File: src/rtl/std_muladd_seq.sv
// Shift-add unsigned multiply-add: {out_hi,out} = left*right + addend, one multiplier bit per RUN cycle.
// Latency is width+1 edges from go to done (fewer with STD_MULADD_EARLY_EXIT_EN); hold go until done, dropping it aborts.
module std_muladd_seq #(
    parameter int width = 32
) (
    input  logic             clk,
    input  logic             reset_n,
    input  logic             go,
    input  logic [width-1:0] left,
    input  logic [width-1:0] right,
    input  logic [width-1:0] addend,
    output logic [width-1:0] out,
    output logic [width-1:0] out_hi,
    output logic             done
);
    localparam int CW = $clog2(width + 1);
    localparam logic [CW-1:0] LAST = CW'(width - 1);

    typedef enum logic [1:0] {IDLE, RUN, DONE} state_t;

    state_t               state;
    state_t               state_nxt;
    logic [2*width-1:0]   acc;
    logic [2*width-1:0]   mcand;
    logic [2*width-1:0]   sum;
    logic [width-1:0]     mplier;
    logic [CW-1:0]        cnt;
    logic                 last;

    // sum already contains this cycle's partial product, so it is the final value on the last step
    always_comb begin
        sum = acc + (mplier[0] ? mcand : '0);
`ifdef STD_MULADD_EARLY_EXIT_EN
        last = (cnt == LAST) || (mplier[width-1:1] == '0);
`else
        last = (cnt == LAST);
`endif
    end

    always_ff @(posedge clk or negedge reset_n) begin
        if (!reset_n) begin
            state <= IDLE;
        end else begin
            state <= state_nxt;
        end
    end

    always_comb begin
        state_nxt = state;
        done      = 1'b0;
        case (state)
            IDLE: begin
                if (go) state_nxt = RUN;
            end
            RUN: begin
                if (!go)       state_nxt = IDLE;
                else if (last) state_nxt = DONE;
            end
            DONE: begin
                done      = 1'b1;
                state_nxt = IDLE;
            end
            default: state_nxt = IDLE;
        endcase
    end

    always_ff @(posedge clk or negedge reset_n) begin
        if (!reset_n) begin
            acc    <= '0;
            mcand  <= '0;
            mplier <= '0;
            cnt    <= '0;
            out    <= '0;
            out_hi <= '0;
        end else begin
            // results persist only while the caller keeps go asserted
            if (!go) begin
                out    <= '0;
                out_hi <= '0;
            end
            case (state)
                IDLE: begin
                    if (go) begin
                        mcand  <= {{width{1'b0}}, left};
                        mplier <= right;
                        acc    <= {{width{1'b0}}, addend};
                        cnt    <= '0;
                    end
                end
                RUN: begin
                    if (go) begin
                        acc    <= sum;
                        mcand  <= mcand << 1;
                        mplier <= mplier >> 1;
                        cnt    <= cnt + CW'(1);
                        if (last) begin
                            {out_hi, out} <= sum;
                        end
                    end
                end
                default: ;
            endcase
        end
    end
endmodule
File: config.mk
export PLATFORM = sky130hd
export DESIGN_NAME = std_muladd_seq
export DESIGN_NICKNAME = d
export VERILOG_FILES = /design/src/rtl/std_muladd_seq.sv
export SDC_FILE = /design/constraint.sdc
export NUM_CORES = 1
export LEC_CHECK = 0
export CORE_UTILIZATION = 57
export DETAILED_ROUTE_END_ITERATION = 12
export GPL_ROUTABILITY_DRIVEN = 0
export GPL_TIMING_DRIVEN = 0
export PLACE_DENSITY = 0.86
export SLEW_MARGIN = 20
export SYNTH_ARGS = -nofsm -noshare
export SYNTH_HDL_FRONTEND = slang
export SYNTH_SLANG_ARGS = --single-unit
export TNS_END_PERCENT = 30
File: constraint.sdc
create_clock -name clk -period 4.2 [get_ports clk]
set_clock_uncertainty 0.2 [all_clocks]
set_input_delay 0.84 -clock clk [delete_from_list [all_inputs] [get_ports clk]]
set_output_delay 0.84 -clock clk [all_outputs]
set_load 0.1 [all_outputs]
==> summary.md, run 1 <==
| Metric | Value |
|---|---|
| Number of flops mapped to enable cells by yosys | `0` |
| Io pins | `164` |
| CP endpoint kind | `register` |
| Yosys warning count | `0` |
| Syn Area/Cell | `between 8 and 9 um^2` |
| Clock transition at path regs | `around 0.070 ns` |
| 1st-iter DRT viols | `1,158` |
| Most frequent cells in the layout | `nand2_1 (334), dfrtp_1 (231), clkdlybuf4s50_1 (160)` |
| WP data required | `4.41 ns` |
| Post-synthesis register bit count | `roughly 230` |
| Die width | `about 160 um` |
| Slew Limit Headroom | `32.7%` |
| Clk_lat worst skew | `about 0.54 ns` |
| Max cap viols | `0` |
| Util after Layout | `slightly above 70%` |
| Final hold vios | `0` |
| Crit start category | `register` |
| Residual DRC count | `0` |
| Cells after Synth | `1,621` |
| Root Driver | `clkbuf_16` |
| # clock sinks | `approximately 230` |
| DRT Pass-1 Iters | `5` |
| Synth cell types | `67` |
| Slew Limit Fails | `0` |
| Final WL | `roughly 40 mm` |
| Antenna viol nets, final | `0` |
| Worst VDD drop | `roughly 0.28 mV` |
| Layout fillers | `~1,800` |
| Placed inst area | `about 16,000 um^2` |
| LEAKAGE | `about 8 nW` |
| Layout cells sized above 1 | `5.67%` |
| Die Footprint | `about 25,000 um^2` |
| Most common cell after layout, fill and taps aside | `nand2_1` |
| Initial core utilization | `about three fifths` |
| CP dominant cell by count | `o21ai_1` |
| Dpl hpwl | `slightly below 30 mm` |
| Worst EP arrival | `about 4.3 ns` |
| Period utilisation layout | `a little over nine tenths` |
| Crit path kind | `register to register` |
| Pwr Total | `7.23 mW` |
| Vias in the first global route | `roughly 13,000` |
| Pin count of the biggest net entering global routing | `between 80 and 90` |
| Critical-path top delay cell | `dfrtp_4` |
| Die Span Y | `~160 um` |
| Antenna Cells | `0` |
| Setup TNS | `0 ns` |
| Routed vias/inst | `just over 6` |
| Drt wl/cell | `18.7 um` |
| Fin nets | `slightly below 2,000` |
| CORE AREA | `23,700 um^2` |
| Slew @ Worst Pin | `slightly above 1 ns` |
| Final setup fails | `0` |
| Number of CTS-inserted buffers | `25` |
| Fin area | `16,900 um^2` |
| Cell Rows | `56` |
| CTS max path bufs | `3` |
| Seq/Total Area, Yosys | `between 40% and 50%` |
| Initial antenna violation count | `0` |
| FFs w/ async S/R, synth | `100%` |
| Outcome | `completed` |
| Achievable Freq | `245 MHz` |
| Syn-to-layout area delta | `22.0%` |
| Min Clock Period, post-route | `a little over 4 ns` |
| Vias | `roughly 13,000` |
| Congestion Overflow GR | `0` |
| Htree depth | `1` |
| Critical path peak fanout | `11` |
| Worst Hold Class | `primary input to asynchronous set/reset pin` |
| RSZ-0062 raised after global routing | `false` |
| TritonCTS clock tree | `done` |
| Port Buf Inserts | `approximately 160` |
| Syn nets | `roughly 1,800` |
| Max stage delay on crit path | `0.58 ns` |
| Hold_ws | `a little under 0.05 ns` |
| First-pass GRT wire length | `64.4 mm` |
| Post-synth top flop | `dfrtp_1` |
| Synth Cell Area | `roughly 14,000 um^2` |
| Hold_buf cts | `0` |
| PwrDens | `between 400 and 500 nW/um^2` |
| Total global-route track usage | `32.8%` |
| Crit-path cells | `clkbuf_2, and2_1, fa_1, a211oi_2, o21ai_1, a2111oi_4, o21ai_1, a21oi_2, o21ai_2, nor2_2, o31ai_2, xor2_1, a22o_1` |
cells in the mapped netlist (7+ instances only):
cell,count,area (um^2)
o21bai_1,22,165
nor2b_1,8,50.1
mux2i_1,12,120
o211ai_1,7,52.6
and3_1,12,75.1
a21oi_2,10,87.6
nor2_1,135,507
xor2_1,23,201
clkbuf_1,88,330
ha_1,64,801
dfrtp_1,232,5810
a21o_1,41,308
o21ai_0,68,340
a21oi_1,82,410
o21ai_1,15,75.1
buf_2,11,55.1
a22o_1,67,587
buf_1,8,30.0
and2_1,70,438
o31ai_1,7,52.6
inv_1,17,63.8
nor3_1,9,45.0
a31oi_1,81,507
xnor2_1,36,315
nand3_1,58,290
nand2_1,334,1250
nand4_1,24,150
what timing repair did:
item | CTS | global route
setup endpoints to repair | 45 | 46
setup buffers | 3 | 3
resized for setup | 5 | 13
cloned | 0 | 0
pin swaps | 3 | 3
through the flow:
stage / std cells / setup WS [ns]
2_1_floorplan: 1621 / 0.555
3_3_place_gp: 2102 / -7.44
3_5_place_dp: 2104 / -0.438
4_1_cts: 2150 / 0.0568
5_1_grt: 2153 / 0.0212
6_report: 2153 / 0.118
state kept, by name, indices dropped and copies added, names as in the netlist:
name    count
mcand      64
mplier     32
out_hi     32
state       2
out        32
cnt         6
acc        64
metal layers:
metal | routed length, um | vias to the layer above | GRT usage [%]
met4 | 1870 | 0 | 14.8
met2 | 18200 | 629 | 52.1
li1 | - | 6125 | -
met5 | 0 | - | 0
met3 | 3420 | 144 | 5.23
met1 | 16800 | 6318 | 44.0
worst paths after layout:
path	start	depth (start not counted)	endpoint	slack (ns)
setup reg to reg	mplier[0]$_DFFE_PN0P_	13	acc[56]$_DFFE_PN0P_	0.12
min in group clk	mcand[63]$_DFFE_PN0P_	2	mcand[63]$_DFFE_PN0P_	0.28
hold / removal	reset_n	1	mcand[40]$_DFFE_PN0P_	0.05
max in group asynchronous	reset_n	3	mplier[0]$_DFFE_PN0P_	2.52
hold reg to reg	mcand[63]$_DFFE_PN0P_	2	mcand[63]$_DFFE_PN0P_	0.28
setup / recovery	mplier[0]$_DFFE_PN0P_	13	acc[56]$_DFFE_PN0P_	0.12
worst max-delay path: cells and delay by family, from the launching register on:
family                     cells  cell delay (ns)
xor gates and xnor gates       1             0.17
DFF                            1             0.58
buffers and inverters          1             0.21
adders and majority gates      1             0.47
and+or+nand+nor                2             0.42
AOI/OAI and AO/OA              8             1.89
power breakdown:
part / total [mW] / internal [mW] / switching (mW)
Combinational: 2.27 / 0.855 / 1.41
Sequential: 2.58 / 2.43 / 0.147
Clock: 2.38 / 1.41 / 0.971
logic make-up after synthesis:
kind of cell	count (synthesis)	share of synthesized area, %
flops	232	41.8
mux	12	0.865
fa+ha+maj	65	5.91
simple gates	677	21.8
xor+xnor	59	3.72
buf+inv	125	3.53
compound gates	451	22.4
cell type report:
cell class              count  area (um^2)  area share (%)
multi-input cells        1264         7650            45.1
plain buffers             106          423            2.50
inverters                  17         63.8           0.376
flip-flops and latches    232         5810            34.3
repair buffers            170         1730            10.2
clock inverters            17          240            1.42
clock buffers              28          637            3.76
well taps                 319          399            2.35
Power figures use the tool's default switching activity.
==> run 2, diff against run 1 <==
==> constraint.sdc (replaced) <==
create_clock -name clk -period 4.2 [get_ports clk]
set_clock_uncertainty 0.2 [all_clocks]
set_input_delay 1.05 -clock clk [delete_from_list [all_inputs] [get_ports clk]]
set_output_delay 1.05 -clock clk [all_outputs]
set_load 0.1 [all_outputs]
==> results of run 2 <==
Same layout as run 1 (identical final DEF). Status: completed.
Among the figures that moved: clock-pin slew on the worst setup and hold paths 0.07 ns -> 0.06 ns; setup slack after layout 0.118 ns -> 0.0317 ns; hold slack 0.0488 ns -> 0.259 ns; start point of the critical path mplier[0]$_DFFE_PN0P_ -> state[0]$_DFFE_PN0P_; end point of the critical path acc[56]$_DFFE_PN0P_ -> done
==> run 3, diff against run 2 <==
Settings changed: CORE_ASPECT_RATIO set to 0.5, CORE_UTILIZATION 57 to 52, PLACE_DENSITY 0.86 to 0.83.
Clock period 4.2 ns to 3.5 ns, I/O delays scaled along.
==> run 3 against run 2 <==
Net effect: the run now ends with setup timing left; die area rose by 9.6%; via count is 4.1% higher; cell count increased by 2.7%; register-to-register slack worse by 0.47 ns; global-route usage decreased by 1.5 points; worst setup slack got worse by 0.38 ns; final area rose by 6.1%.
==> summary.md, run 3 (synthesis gave the netlist of run 1 again) <==
| Metric | Value |
|---|---|
| Worst VDD drop | `0.342 mV (was 0.277 mV)` |
| Reg2reg end | `out_hi[30]$_DFF_PN0_ (was acc[56]$_DFFE_PN0P_)` |
| Setup TNS | `-11.78 ns (was 0 ns)` |
| Die Span Y | `118 um (was 158 um)` |
| Area occupied by multi-input gates | `8380 um^2 (was 7650 um^2)` |
| Worst slack, placed | `-1.14 ns (was -0.438 ns)` |
| Register area | `5810 um^2 (about the same)` |
| Combinational share of power | `39.0% (was 31.4%)` |
| Fin nets | `2,019 (was 1,980)` |
| Routed vias/inst | `6.22 (was 6.14)` |
| Total global-route track usage | `31.2% (was 32.8%)` |
| Initial core utilization | `54.0% (was 58.6%)` |
| Final worst slack | `-0.347 ns (was 0.0317 ns)` |
| Critical-path top delay cell | `dfrtp_2 (was dlygate4sd2_1)` |
| Port Buf Inserts | `162 (unchanged)` |
| Largest regs | `acc (64), mcand (64) (unchanged)` |
| Clk_lat worst skew | `0.53 ns (was 0.54 ns)` |
| Crit path kind | `register to register (was register to output port)` |
| Htree depth | `1 (unchanged)` |
| TritonCTS clock tree | `done (unchanged)` |
| CP endpoint kind | `register (was output port)` |
| Max cap viols | `0 (unchanged)` |
| # clock sinks | `232 (unchanged)` |
| Congestion Overflow GR | `0 (unchanged)` |
| Period utilisation layout | `110%` |
| Most common cell after layout, fill and taps aside | `nand2_1 (unchanged)` |
| Die Footprint | `27,400 um^2 (was 25,000 um^2)` |
| DRT Pass-1 Iters | `8 (was 5)` |
| CP endpoint | `out_hi[30]$_DFF_PN0_ (was done)` |
| Final WL | `44.8 mm (was 40.3 mm)` |
| Psw | `3.32 mW (was 2.53 mW)` |
| Slew Limit Fails | `0 (unchanged)` |
| LEAKAGE | `8.13 nW (was 7.78 nW)` |
| Slew @ Worst Pin | `1.04 ns (was 1.01 ns)` |
| WP data required | `3.72 ns (was 2.95 ns)` |
| Internal | `5.62 mW (was 4.70 mW)` |
| Buf/Inv on CP | `4 (was 3)` |
| CORE AREA | `25,700 um^2 (was 23,700 um^2)` |
| Layout fillers | `1,810 (was 1,808)` |
| CTS max path bufs | `3 (unchanged)` |
| Final hold vios | `0 (unchanged)` |
| Fin area | `18,000 um^2 (was 16,900 um^2)` |
| Clock power frac | `26.1% (was 33.0%)` |
| Slew Limit Headroom | `30.7% (was 32.7%)` |
| Failing checks | `setup timing` |
| Placed inst area | `16,000 um^2 (about the same)` |
| R2r worst-path depth | `16 (was 13)` |
| Crit-path cells | `buf_12, clkbuf_8, and2_1, ha_1, buf_4, nand4_1, nor4_4, nand2_1, nor3_4, nor4_4, buf_4, o31ai_4, a21boi_4, o31ai_4, xor2_2, a22o_1 (was buf_1, clkbuf_1, nor2b_1, dlygate4sd2_1)` |
| Root Driver | `clkbuf_16 (unchanged)` |
| Io pins | `164 (unchanged)` |
| RR Startpoint | `mplier[0]$_DFFE_PN0P_ (unchanged)` |
| Achievable Freq | `260 MHz` |
| CP Depth | `16 (was 4)` |
| 1st-iter DRT viols | `1,428 (was 1,158)` |
| RSZ-0062 raised after global routing | `true (unchanged)` |
| Flop-to-flop setup slack | `-0.35 ns (was 0.12 ns)` |
| Crit start category | `register (unchanged)` |
| Drt wl/cell | `20.3 um (was 18.7 um)` |
| PwrDens | `497 nW/um^2 (was 427 nW/um^2)` |
| Worst Hold Class | `primary input to asynchronous set/reset pin (unchanged)` |
| Dpl hpwl | `30.2 mm (was 29.8 mm)` |
| Outcome | `finished with violations (was completed)` |
| Antenna Cells | `0 (unchanged)` |
| Die width | `233 um (was 158 um)` |
| Switching share of total power | `37.1% (was 35.0%)` |
| First-pass GRT wire length | `68.4 mm (was 64.4 mm)` |
| CP delay by family, top | `simple AND/OR/NAND/NOR gates (was buffers and inverters)` |
| Residual DRC count | `0 (unchanged)` |
| Max stage delay on crit path | `0.43 ns (was 0.91 ns)` |
| Vias | `13,762 (was 13,216)` |
| Final setup fails | `80 (was 0)` |
| Sequential power share | `34.9% (was 35.6%)` |
| Vias in the first global route | `12,751 (was 12,806)` |
| Most frequent cells in the layout | `nand2_1 (326), dfrtp_1 (231), clkdlybuf4s50_1 (160) (was nand2_1 (334), dfrtp_1 (231), clkdlybuf4s50_1 (160))` |
| Pin count of the biggest net entering global routing | `99 (was 88)` |
| Syn-to-layout area delta | `29.5% (was 22.0%)` |
| Cell Rows | `41 (was 56)` |
| Crit path from | `mplier[0]$_DFFE_PN0P_ (was state[0]$_DFFE_PN0P_)` |
| Worst EP arrival | `4.06 ns (was 2.92 ns)` |
| Clock transition at path regs | `0.07 ns (was 0.06 ns)` |
| Number of CTS-inserted buffers | `21 (was 25)` |
| Antenna viol nets, final | `0 (unchanged)` |
| Min Clock Period, post-route | `3.85 ns` |
| Critical path peak fanout | `7 (was 10)` |
| Layout cells sized above 1 | `13.5% (was 5.67%)` |
| Initial antenna violation count | `0 (unchanged)` |
run 3: cell type report:
class                           count  share of cell area (%)
Multi-Input combinational cell   1264                    46.6
Clock buffer                       33                    3.45
Timing Repair Buffer              217                    12.0
Clock inverter                      3                   0.237
Sequential cell                   232                    32.3
Tap cell                          344                    2.39
Inverter                           17                   0.355
Buffer                            102                    2.76
run 3: worst min path at each step:
stage	from	end	slack, ns	cells past startpoint
finish	reset_n	out[10]$_DFF_PN0_	0.07	1
global route	reset_n	mcand[18]$_DFFE_PN0P_	0.10	1
CTS	reset_n	out[10]$_DFF_PN0_	0.09	1
detailed placement	mcand[39]$_DFFE_PN0P_	mcand[39]$_DFFE_PN0P_	0.28	2
global placement	mcand[63]$_DFFE_PN0P_	mcand[63]$_DFFE_PN0P_	0.25	2
floorplan	mcand[63]$_DFFE_PN0P_	mcand[63]$_DFFE_PN0P_	0.24	2
run 3: stage by stage:
stage          hold WS, ns  instances  total power [mW]  utilization [%]
2_1_floorplan        0.239       1621              4.92                -
3_3_place_gp         0.254       2127              5.68             62.0
3_5_place_dp         0.278       2129              5.73             62.3
4_1_cts             0.0926       2197              8.44             68.1
5_1_grt              0.101       2212              9.28             70.0
6_report            0.0701       2212              8.94             70.0
run 3: per-layer routing:
layer | track usage [%] | wire (um) | up-vias | share of wire [%]
li1 | - | - | 6185 | -
met1 | 43.9 | 18200 | 6586 | 41
met2 | 48.2 | 20200 | 804 | 45
met3 | 5.01 | 4060 | 187 | 9.1
met4 | 12.5 | 2360 | 0 | 5.3
met5 | 0 | 0 | - | 0
run 3: repair_timing:
| item | CTS | global route |
|---|---|---|
| pin swaps | 58 | 38 |
| resized for setup | 116 | 100 |
| buffers inserted | 36 | 17 |
| gates cloned | 3 | 0 |
| endpoints found under the setup margin | 112 | 85 |
| hold buffers | 0 | 0 |
run 3: power groups by stage:
stage,Clock (mW),Sequential [mW],Combinational (mW)
floorplan,0,3.07,1.86
global placement,0,3.13,2.55
detailed placement,0,3.12,2.60
CTS,2.34,3.09,3.01
global route,2.45,3.13,3.70
finish,2.34,3.12,3.49
